[config.mk]
export PLATFORM = sky130hd
export DESIGN_NAME = brick_field_painter
export DESIGN_NICKNAME = d
export VERILOG_FILES = /design/src/rtl/brick_field_painter.sv
export SDC_FILE = /design/constraint.sdc
export NUM_CORES = 1
export LEC_CHECK = 0
export ABC_AREA = 1
export BUFFER_PORTS_ARGS = -buffer_cell sky130_fd_sc_hd__buf_2
export CORE_MARGIN = 10
export CORE_UTILIZATION = 56
export CTS_BUF_LIST = sky130_fd_sc_hd__clkbuf_2
export DETAILED_ROUTE_END_ITERATION = 16
export MAX_ROUTING_LAYER = met4
export PLACE_DENSITY = 0.8
export SYNTH_ARGS = -nofsm -noshare
export SYNTH_HDL_FRONTEND = slang
export SYNTH_SLANG_ARGS = --single-unit
[constraint.sdc]
create_clock -name clk -period 2 [get_ports clk]
set_input_delay 0.2 -clock clk [delete_from_list [all_inputs] [get_ports clk]]
set_output_delay 0.2 -clock clk [all_outputs]
set_load 0.01 [all_outputs]
[src/rtl/brick_field_painter.sv]
// Brick field painter: draws a NUM_ROWS x BLOCKS_PER_ROW grid of 2-bit-strength
// bricks. Row masks are fetched over a req/valid handshake into a back buffer
// and swapped into the front (drawn) buffer at the top of each brick row.
module brick_field_painter #(
  parameter int LEFT           = 8,
  parameter int TOP            = 8,
  parameter int BLOCK_WIDTH    = 48,
  parameter int BLOCK_HEIGHT   = 20,
  parameter int BLOCKS_PER_ROW = 13,
  parameter int NUM_ROWS       = 16,
  parameter int GAP            = 1,
  parameter logic [5:0] COLOR_S1 = 6'b000011,
  parameter logic [5:0] COLOR_S2 = 6'b001100,
  parameter logic [5:0] COLOR_S3 = 6'b110000
) (
  input  logic                          clk,
  input  logic                          nRst,
  input  logic [9:0]                    hpos,
  input  logic [8:0]                    vpos,
  input  logic                          new_frame,
  input  logic                          new_line,
  input  logic                          display_active,
  output logic                          row_req,
  output logic [$clog2(NUM_ROWS)-1:0]   row_idx,
  input  logic [2*BLOCKS_PER_ROW-1:0]   row_data,
  input  logic                          row_valid,
  output logic                          block_en,
  output logic [5:0]                    color,
  output logic                          underrun
);

  localparam int CW = $clog2(BLOCKS_PER_ROW + 1);
  localparam int RW = $clog2(NUM_ROWS + 1);
  localparam int IW = $clog2(NUM_ROWS);
  localparam int DW = 2 * BLOCKS_PER_ROW;

  typedef enum logic [1:0] {IDLE, FETCH, FULL} state_t;

  state_t          state, state_next;
  logic [IW-1:0]   row_idx_next;
  logic [DW-1:0]   front, front_next;
  logic [DW-1:0]   back, back_next;
  logic            underrun_next;

  // Geometry: offsets into the field, brick column/row and in-brick position.
  int              dx, dy, x, y;
  logic [BLOCKS_PER_ROW-1:0] col_ge;
  logic [NUM_ROWS-1:0]       row_ge;
  logic [CW-1:0]   col, col_sel;
  logic [RW-1:0]   row;
  logic            in_field, gap, swap, pix_on;
  logic [1:0]      strength;
  logic [5:0]      pix_color;

  assign dx = int'({22'd0, hpos}) - LEFT;
  assign dy = int'({23'd0, vpos}) - TOP;

  // Thermometer codes: one comparator per brick boundary instead of a divider.
  // The number of boundaries passed is the brick index.
  generate
    for (genvar gi = 0; gi < BLOCKS_PER_ROW; gi++) begin : g_col
      assign col_ge[gi] = (dx >= (gi + 1) * BLOCK_WIDTH);
    end
    for (genvar gi = 0; gi < NUM_ROWS; gi++) begin : g_row
      assign row_ge[gi] = (dy >= (gi + 1) * BLOCK_HEIGHT);
    end
  endgenerate

  // Count boundaries passed to get column/row, then derive in-brick offsets.
  always_comb begin
    col = '0;
    row = '0;
    for (int i = 0; i < BLOCKS_PER_ROW; i++) col = col + CW'(col_ge[i]);
    for (int i = 0; i < NUM_ROWS; i++) row = row + RW'(row_ge[i]);
  end

  assign x = dx - int'(col) * BLOCK_WIDTH;
  assign y = dy - int'(row) * BLOCK_HEIGHT;

  assign in_field = display_active && (dx >= 0) && (dy >= 0) &&
                    (int'(col) < BLOCKS_PER_ROW) && (int'(row) < NUM_ROWS);
  assign gap      = (x < GAP) || (x >= BLOCK_WIDTH - GAP) ||
                    (y < GAP) || (y >= BLOCK_HEIGHT - GAP);
  assign col_sel  = (int'(col) < BLOCKS_PER_ROW) ? col : '0;
  assign strength = front[2*int'(col_sel) +: 2];
  assign pix_on   = in_field && !gap && (strength != 2'd0);

  // Brick colour lookup; black whenever the pixel is not drawn.
  always_comb begin
    pix_color = 6'd0;
    if (pix_on) begin
      case (strength)
        2'd1:    pix_color = COLOR_S1;
        2'd2:    pix_color = COLOR_S2;
        default: pix_color = COLOR_S3;
      endcase
    end
  end

  // First line of a brick row: time to swap the prefetched row into view.
  assign swap = new_line && (dy >= 0) && (int'(row) < NUM_ROWS) && (y == 0);

  assign row_req = (state == FETCH);

  // Fetch/swap next-state: new_frame beats a swap, a swap beats an ack.
  always_comb begin
    state_next    = state;
    row_idx_next  = row_idx;
    front_next    = front;
    back_next     = back;
    underrun_next = underrun;
    if (new_frame) begin
      state_next    = FETCH;
      row_idx_next  = '0;
      front_next    = '0;
      back_next     = '0;
      underrun_next = 1'b0;
    end else if (swap) begin
      if (state == FULL) begin
        front_next = back;
      end else begin
        front_next    = '0;
        underrun_next = 1'b1;
      end
      if (int'(row) + 1 < NUM_ROWS) begin
        row_idx_next = IW'(int'(row) + 1);
        state_next   = FETCH;
      end else begin
        state_next = IDLE;
      end
    end else if (state == FETCH && row_valid) begin
      back_next  = row_data;
      state_next = FULL;
    end
  end

  // Fetch FSM state, buffers and sticky underrun flag.
  always_ff @(posedge clk or negedge nRst) begin
    if (!nRst) begin
      state    <= IDLE;
      row_idx  <= '0;
      front    <= '0;
      back     <= '0;
      underrun <= 1'b0;
    end else begin
      state    <= state_next;
      row_idx  <= row_idx_next;
      front    <= front_next;
      back     <= back_next;
      underrun <= underrun_next;
    end
  end

  // Registered pixel outputs, one cycle behind hpos/vpos.
  always_ff @(posedge clk or negedge nRst) begin
    if (!nRst) begin
      block_en <= 1'b0;
      color    <= 6'd0;
    end else begin
      block_en <= pix_on;
      color    <= pix_color;
    end
  end

endmodule

==> results.yml, run 1 <==
global_routing:
  antenna_found_initial: 3
  overflow: 230
  grt_usage_pct: 73.4
  grt_max_degree: 77
synthesis:
  syn_inst: 743
  synth_top_flop_cell: "dfrtp_1"
  postSynthAreaPerCell_um2: 7.49
  syn-num-nets: 856
  ys_ff_latch: 63
  yosysSeqAreaShare_pct: 28.3
  synth_edf_count: 0
  synth-async-reset-ratio_pct: 100
  syn_area_um2: 5570
  synth_cell_types: 44
  ys_warn_count: 0
placed_design:
  dp_hpwl_um: 12300
  dpl-instance-area_um2: 7280
  io_buffers: 63
  dp.cells: 1046
  routabilityCongestion: 0.997
  post-place-ws_ps: -5360
sta:
  worst-ep-kind: "sequential cell input"
  crit_endpoint: "color[4]$_DFF_PN0_/D"
die:
  start_util_pct: 57.2
  ios: 64
  die_h_um: 120
  die_w_um: 120
  rows: 36
outcome:
  lastStage: "5_1_grt"
  status: "aborted with a tool error"
  error: "[ERROR GRT-0232] Routing congestion too high. Check the congestion heatmap in the GUI."
clock_network:
  cts_buffer_depth: 2
  htree_levels: 3
  cts_root_buf: "clkbuf_2"
  cts_sinks: 63
  numCtsBuffers: 9
## metal layers
metal | GRT usage, % | GRT overflow
met1 | 67.4 | 0
met5 | - | -
met4 | 76.4 | 74
met3 | 59.8 | 3
met2 | 89.1 | 153
## per-stage QoR
stage	hold WS (ps)	setup TNS, ps
detailed placement	231	-318070
global placement	230	-304870
CTS	233	-274070
floorplan	-95.6	-284050
## Yosys cell counts, types with 8 or more instances
cell type | number | share of area, %
nor2_1 | 72 | 4.9
o21ai_0 | 26 | 2.3
dfrtp_1 | 63 | 28
nand2_1 | 158 | 11
xor2_1 | 8 | 1.3
a21oi_1 | 20 | 1.8
ha_1 | 40 | 9.0
nand4_1 | 32 | 3.6
nand3_2 | 23 | 4.1
fa_1 | 22 | 7.9
nand3_1 | 88 | 7.9
inv_1 | 101 | 6.8
## cells by family after synthesis
logic type	count (synthesis)	synth area share, %
buf+inv	130	9.87
flops	63	28.3
compound gates	72	7.55
simple gates	402	35.2
fa+ha+maj	62	16.9
xor+xnor	14	2.20
## what timing repair did
action,CTS
setup endpoints to repair,63
gates resized for setup,86
pin swaps,41
hold buffers,29
hold endpoints to repair,91
buffers inserted,43
cloned,6
==> run 2, diff against run 1 <==
--- a/config.mk
+++ b/config.mk
@@ -8,11 +8,9 @@
 export ABC_AREA = 1
 export BUFFER_PORTS_ARGS = -buffer_cell sky130_fd_sc_hd__buf_2
 export CORE_MARGIN = 10
-export CORE_UTILIZATION = 56
-export CTS_BUF_LIST = sky130_fd_sc_hd__clkbuf_2
+export CORE_UTILIZATION = 40
 export DETAILED_ROUTE_END_ITERATION = 16
-export MAX_ROUTING_LAYER = met4
-export PLACE_DENSITY = 0.8
+export PLACE_DENSITY_LB_ADDON = 0.15
 export SYNTH_ARGS = -nofsm -noshare
 export SYNTH_HDL_FRONTEND = slang
 export SYNTH_SLANG_ARGS = --single-unit
==> constraint.sdc (replaced) <==
create_clock -name clk -period 2.6 [get_ports clk]
set_input_delay 0.26 -clock clk [delete_from_list [all_inputs] [get_ports clk]]
set_output_delay 0.26 -clock clk [all_outputs]
set_load 0.01 [all_outputs]
==> run 2 against run 1 <==
Effect of this change: the flow now finishes, with violations (negative setup slack); synthesized cell count stayed put; area after synthesis stayed put.
==> results.yml, run 2 <==
placed_design:
  dp_hpwl_um: 12000
  io_buffers: 63
  routabilityCongestion: 0.889
cells_and_area:
  final_cell_mix: "buf_4 (164), nand2_1 (133), inv_1 (74)"
  mostFrequentLayoutCell: "buf_4"
  reg.largest.list: "back: 26 flops, front: 26 flops, row_idx: 4 flops"
  layout.nets: 1103
  utilization_pct: 67.1
  multi_input_area_um2: 4570
  drive_gt1_share_pct: 50.6
  num_antenna_cells: 0
  area_growth_syn_to_layout_pct: 66.1
  fillerInstances: 1079
  seqCellArea_um2: 1580
critical_path:
  end_kind: "flip-flop"
  arrival_ps: 6980
  max_stage_delay_ps: 560
  r2r_cells: 13
  crit_slowest_cell: "fa_1"
  crit_top_cell: "fa_1"
  critPathMaxFanout: 7
  worstSetupPathType: "in -> reg"
  cp.required_ps: 2880
  start_kind: "primary input"
clock_network:
  clk_latency_ps: 350
  cts_tree: "yes"
  path_clk_slew_ps: 50
  cts_buffer_depth: 2
  numCtsBuffers: 9
  cts_root_buf: "clkbuf_16"
  htree_levels: 3
  cts_sinks: 63
synthesis:
  ys_ff_latch: 63
  ys_top_cells_by_count: "nand2_1 (158), inv_1 (101), nand3_1 (88)"
  synth-async-reset-ratio_pct: 100
  syn_inst: 743
  synth_top_flop_cell: "dfrtp_1"
  synth_cell_types: 44
  synth_top_area_share_pct: 28.3
  synth_area_leaders: "dfrtp_1 (28%), nand2_1 (11%), ha_1 (9.0%)"
  synth_most_common_cell: "nand2_1"
  syn-num-nets: 856
  synth_top_area_cell: "dfrtp_1"
  ys_warn_count: 0
  postSynthAreaPerCell_um2: 7.49
  synth_edf_count: 0
  yosysSeqAreaShare_pct: 28.3
  syn_area_um2: 5570
sta:
  fin_setup_tns_ps: -255940
  finClkSkew_ps: 5.33
  rsz0062_at_grt: "yes"
  hold_viol: 0
  worstMarginPinSlew_ps: 826
  max-slew-margin-rel_pct: 44.9
  fin_ws_ps: -4110
  slew_viol_final: 0
  whs_ps: 101
  period_needed_ps: 6710
  finalSetupViolations: 63
  fin_crit_sh_pct: 258
  max_freq_mhz: 149
routing:
  viasPerCell: 5.22
  via_count: 6138
  wl_per_cell_um: 16.1
  first_pass_iters: 4
  routed_wl_um: 18900
  drc: 0
  drtIter0Drc: 343
  detail-route-antenna-nets: 0
global_routing:
  grt_pass1_wl_um: 30400
  first_global_vias: 6346
  antenna_found_initial: 0
  overflow: 0
  grt_usage_pct: 19.9
  grt_max_degree: 80
die:
  start_util_pct: 40.4
  die_h_um: 138
  die_area_um2: 19000
  core_um2: 13800
  ios: 64
  rows: 43
  die_w_um: 138
job:
  maxCapViolations: 0
min_path:
  min_path_type: "in -> async"
outcome:
  status: "finished, violations left"
  failed_checks: "negative setup slack"
[run 2: per-stage QoR]
| stage | instances | instance area, µm² | worst slack (ps) |
|---|---|---|---|
| after global placement | 1098 | 7350 | -4790 |
| after detailed placement | 1098 | 7350 | -4860 |
| after global routing | 1175 | 9250 | -4480 |
| after floorplan | 743 | 5940 | -4000 |
| final | 1175 | 9250 | -4110 |
| after CTS | 1164 | 8930 | -4070 |
[run 2: layout make-up]
type	count	share of cell area, %
Tap cell	180	2.44
Timing Repair Buffer	256	22.6
Inverter	104	4.67
Sequential cell	63	17.1
Clock buffer	10	2.58
Timing Repair inverter	1	0.0812
Multi-Input combinational cell	555	49.5
Clock inverter	6	1.16
[run 2: path summary, 6_finish.rpt]
check / startpoint / end / slack (ps)
max: vpos[4] / front[23]$_DFFE_PN0N_ / -4110
min: nRst / back[5]$_DFFE_PN0P_ / 100
max reg2reg: front[8]$_DFFE_PN0N_ / color[1]$_DFF_PN0_ / 260
min reg2reg: row_idx[0]$_DFFE_PN0P_ / row_idx[0]$_DFFE_PN0P_ / 480
max in group asynchronous: nRst / front[15]$_DFFE_PN0N_ / 1960
min in group clk: new_frame / underrun$_DFFE_PN0P_ / 160
[run 2: metal layers]
metal / wire, µm / track usage (%) / vias up
met5: 0 / 0 / -
met4: 595 / 7.18 / 0
met3: 974 / 3.95 / 43
met2: 9560 / 34.1 / 161
met1: 7810 / 24.2 / 2969
li1: - / - / 2965
[run 2: what timing repair did]
action                     CTS  global route
pin swaps                   86            71
cloned                      15             0
hold buffers                 0             0
buffers inserted            35            21
setup endpoints to repair   63            63
gates resized for setup    141            87
[run 2: cell families (layout without fill, tap and decap cells)]
group,count (synthesis),after routing,synth area share (%)
AOI/OAI and AO/OA,72,72,7.55
xor gates and xnor gates,14,14,2.20
adders and majority gates,62,62,16.9
buffers and inverters,130,377,9.87
DFF,63,63,28.3
and+or+nand+nor,402,407,35.2
[run 2: worst max-delay path: cells and delay by family]
kind                       cells  cell delay (ps)
AOI/OAI and AO/OA              2              370
xor gates and xnor gates       1              190
adders and majority gates     11             3890
buffers and inverters         10              910
and+or+nand+nor               15             1360
Power of run 2 is not shown: default switching activity piles up to over one toggle a cycle in this logic, so the estimate is an artifact.
==> run 3, diff against run 2 <==
==> constraint.sdc (replaced) <==
create_clock -name clk -period 8.67 [get_ports clk]
set_input_delay 0.867 -clock clk [delete_from_list [all_inputs] [get_ports clk]]
set_output_delay 0.867 -clock clk [all_outputs]
set_load 0.01 [all_outputs]
==> run 3 against run 2 <==
Effect of this change: the run now ends clean; global-route usage shrank 5.2 points; sequential share of layout area grew 7.0 points; register-to-register slack gained 6200 ps.
==> results.yml, run 3 (synthesis gave the netlist of run 2 again) <==
outcome:
  status: "finished, final reports clean"
critical_path:
  crit_slowest_cell: "fa_1"
  r2r-start: "front[8]$_DFFE_PN0N_"
  start_kind: "primary input"
  end_kind: "flip-flop"
  crit_family: "adder cells"
  startpoint: "hpos[3]"
  arrival_ps: 8270
  worstSetupPathType: "in -> reg"
  critPathBufInv: 9
  cp.required_ps: 8940
  max_stage_delay_ps: 560
  critPathMaxFanout: 14
cells_and_area:
  layout.nets: 934
  area_growth_syn_to_layout_pct: 17.5
  utilization_pct: 47.5
  final_cells: 1006
  mostFrequentLayoutCell: "nand2_1"
  final_area_um2: 6540
  drive_gt1_share_pct: 19.2
  num_antenna_cells: 0
  reg.largest.list: "back: 26 flops, front: 26 flops, row_idx: 4 flops"
  final_cell_mix: "nand2_1 (158), inv_1 (100), nand3_1 (88)"
die:
  start_util_pct: 40.4
  die_w_um: 138
  rows: 43
  die_h_um: 138
  core_um2: 13800
  ios: 64
  die_area_um2: 19000
sta:
  max-slew-margin-rel_pct: 39.3
  fin_ws_ps: 662
  period_needed_ps: 8010
  hold_viol: 0
  slew_viol_final: 0
  fin_crit_sh_pct: 92.4
  max_freq_mhz: 125
  worstMarginPinSlew_ps: 910
  finClkSkew_ps: 6.05
  finalSetupViolations: 0
clock_network:
  numCtsBuffers: 9
  cts_root_buf: "clkbuf_16"
  path_clk_slew_ps: 60
  cts_sinks: 63
  clk_latency_ps: 330
  cts_tree: "yes"
  htree_levels: 3
  cts_buffer_depth: 2
routing:
  drc: 0
  detail-route-antenna-nets: 0
  wl_met2_um: 6070
  routed_wl_um: 13700
  first_pass_iters: 5
  via_count: 5125
  viasPerCell: 5.09
  wirelength_met1_um: 6780
  routed.top_layer: "met4"
  wl_met3_um: 736
  wl_per_cell_um: 13.7
  drtIter0Drc: 333
global_routing:
  grt_max_degree: 82
  overflow: 0
  grt_pass1_wl_um: 23100
  first_global_vias: 4949
  grt_usage_pct: 14.7
  antenna_found_initial: 0
placed_design:
  dpl-instance-area_um2: 6170
  io_buffers: 63
  dp_hpwl_um: 10600
  post-place-ws_ps: -112
  dp.cells: 986
  routabilityCongestion: 0.855
min_path:
  min_path_type: "reg -> reg"
  hold_start: "row_idx[3]$_DFFE_PN0P_"
job:
  maxCapViolations: 0
-- run 3: path summary, 6_finish.rpt --
path,to,slack [ps],cells past startpoint
setup / recovery,color[4]$_DFF_PN0_,660,40
hold / removal,row_idx[3]$_DFFE_PN0P_,480,2
setup reg to reg,color[4]$_DFF_PN0_,6430,13
hold reg to reg,row_idx[3]$_DFFE_PN0P_,480,2
max in group asynchronous,back[17]$_DFFE_PN0P_,7440,2
min in group asynchronous,back[11]$_DFFE_PN0P_,690,2
-- run 3: cell type report --
class / count / area [µm²]
Sequential cell: 63 / 1580
Multi-Input combinational cell: 550 / 3470
Tap cell: 180 / 225
Clock buffer: 11 / 253
Clock inverter: 5 / 56.3
Fill cell: 1408 / 7230
Timing Repair Buffer: 92 / 558
Timing Repair inverter: 1 / 7.51
Inverter: 104 / 394
-- run 3: tightest hold or removal path, cell delays in order, from the launching register on --
cell and delay [ps]:
dfrtp_1 340, nand2_1 50, nand2_1 50
-- run 3: what timing repair did --
| item | in CTS | in global routing |
|---|---|---|
| gates resized for setup | 0 | 9 |
| setup buffers | 0 | 3 |
| endpoints found under the setup margin | 0 | 4 |
| hold buffers | 0 | 0 |
-- run 3: stage by stage --
step | hold slack (ps) | setup TNS (ps)
final | 475 | 0
after CTS | 475 | 0
after detailed placement | 461 | -364
after floorplan | 469 | 0
after global placement | 456 | -181
after global routing | 482 | -37.4
-- run 3: layer usage --
layer / track usage [%] / up-vias
li1: - / 2614
met4: 4.35 / 0
met1: 20.6 / 2383
met5: 0 / -
met3: 2.61 / 12
met2: 22.6 / 116
Power of run 3 is left out for the same reason.
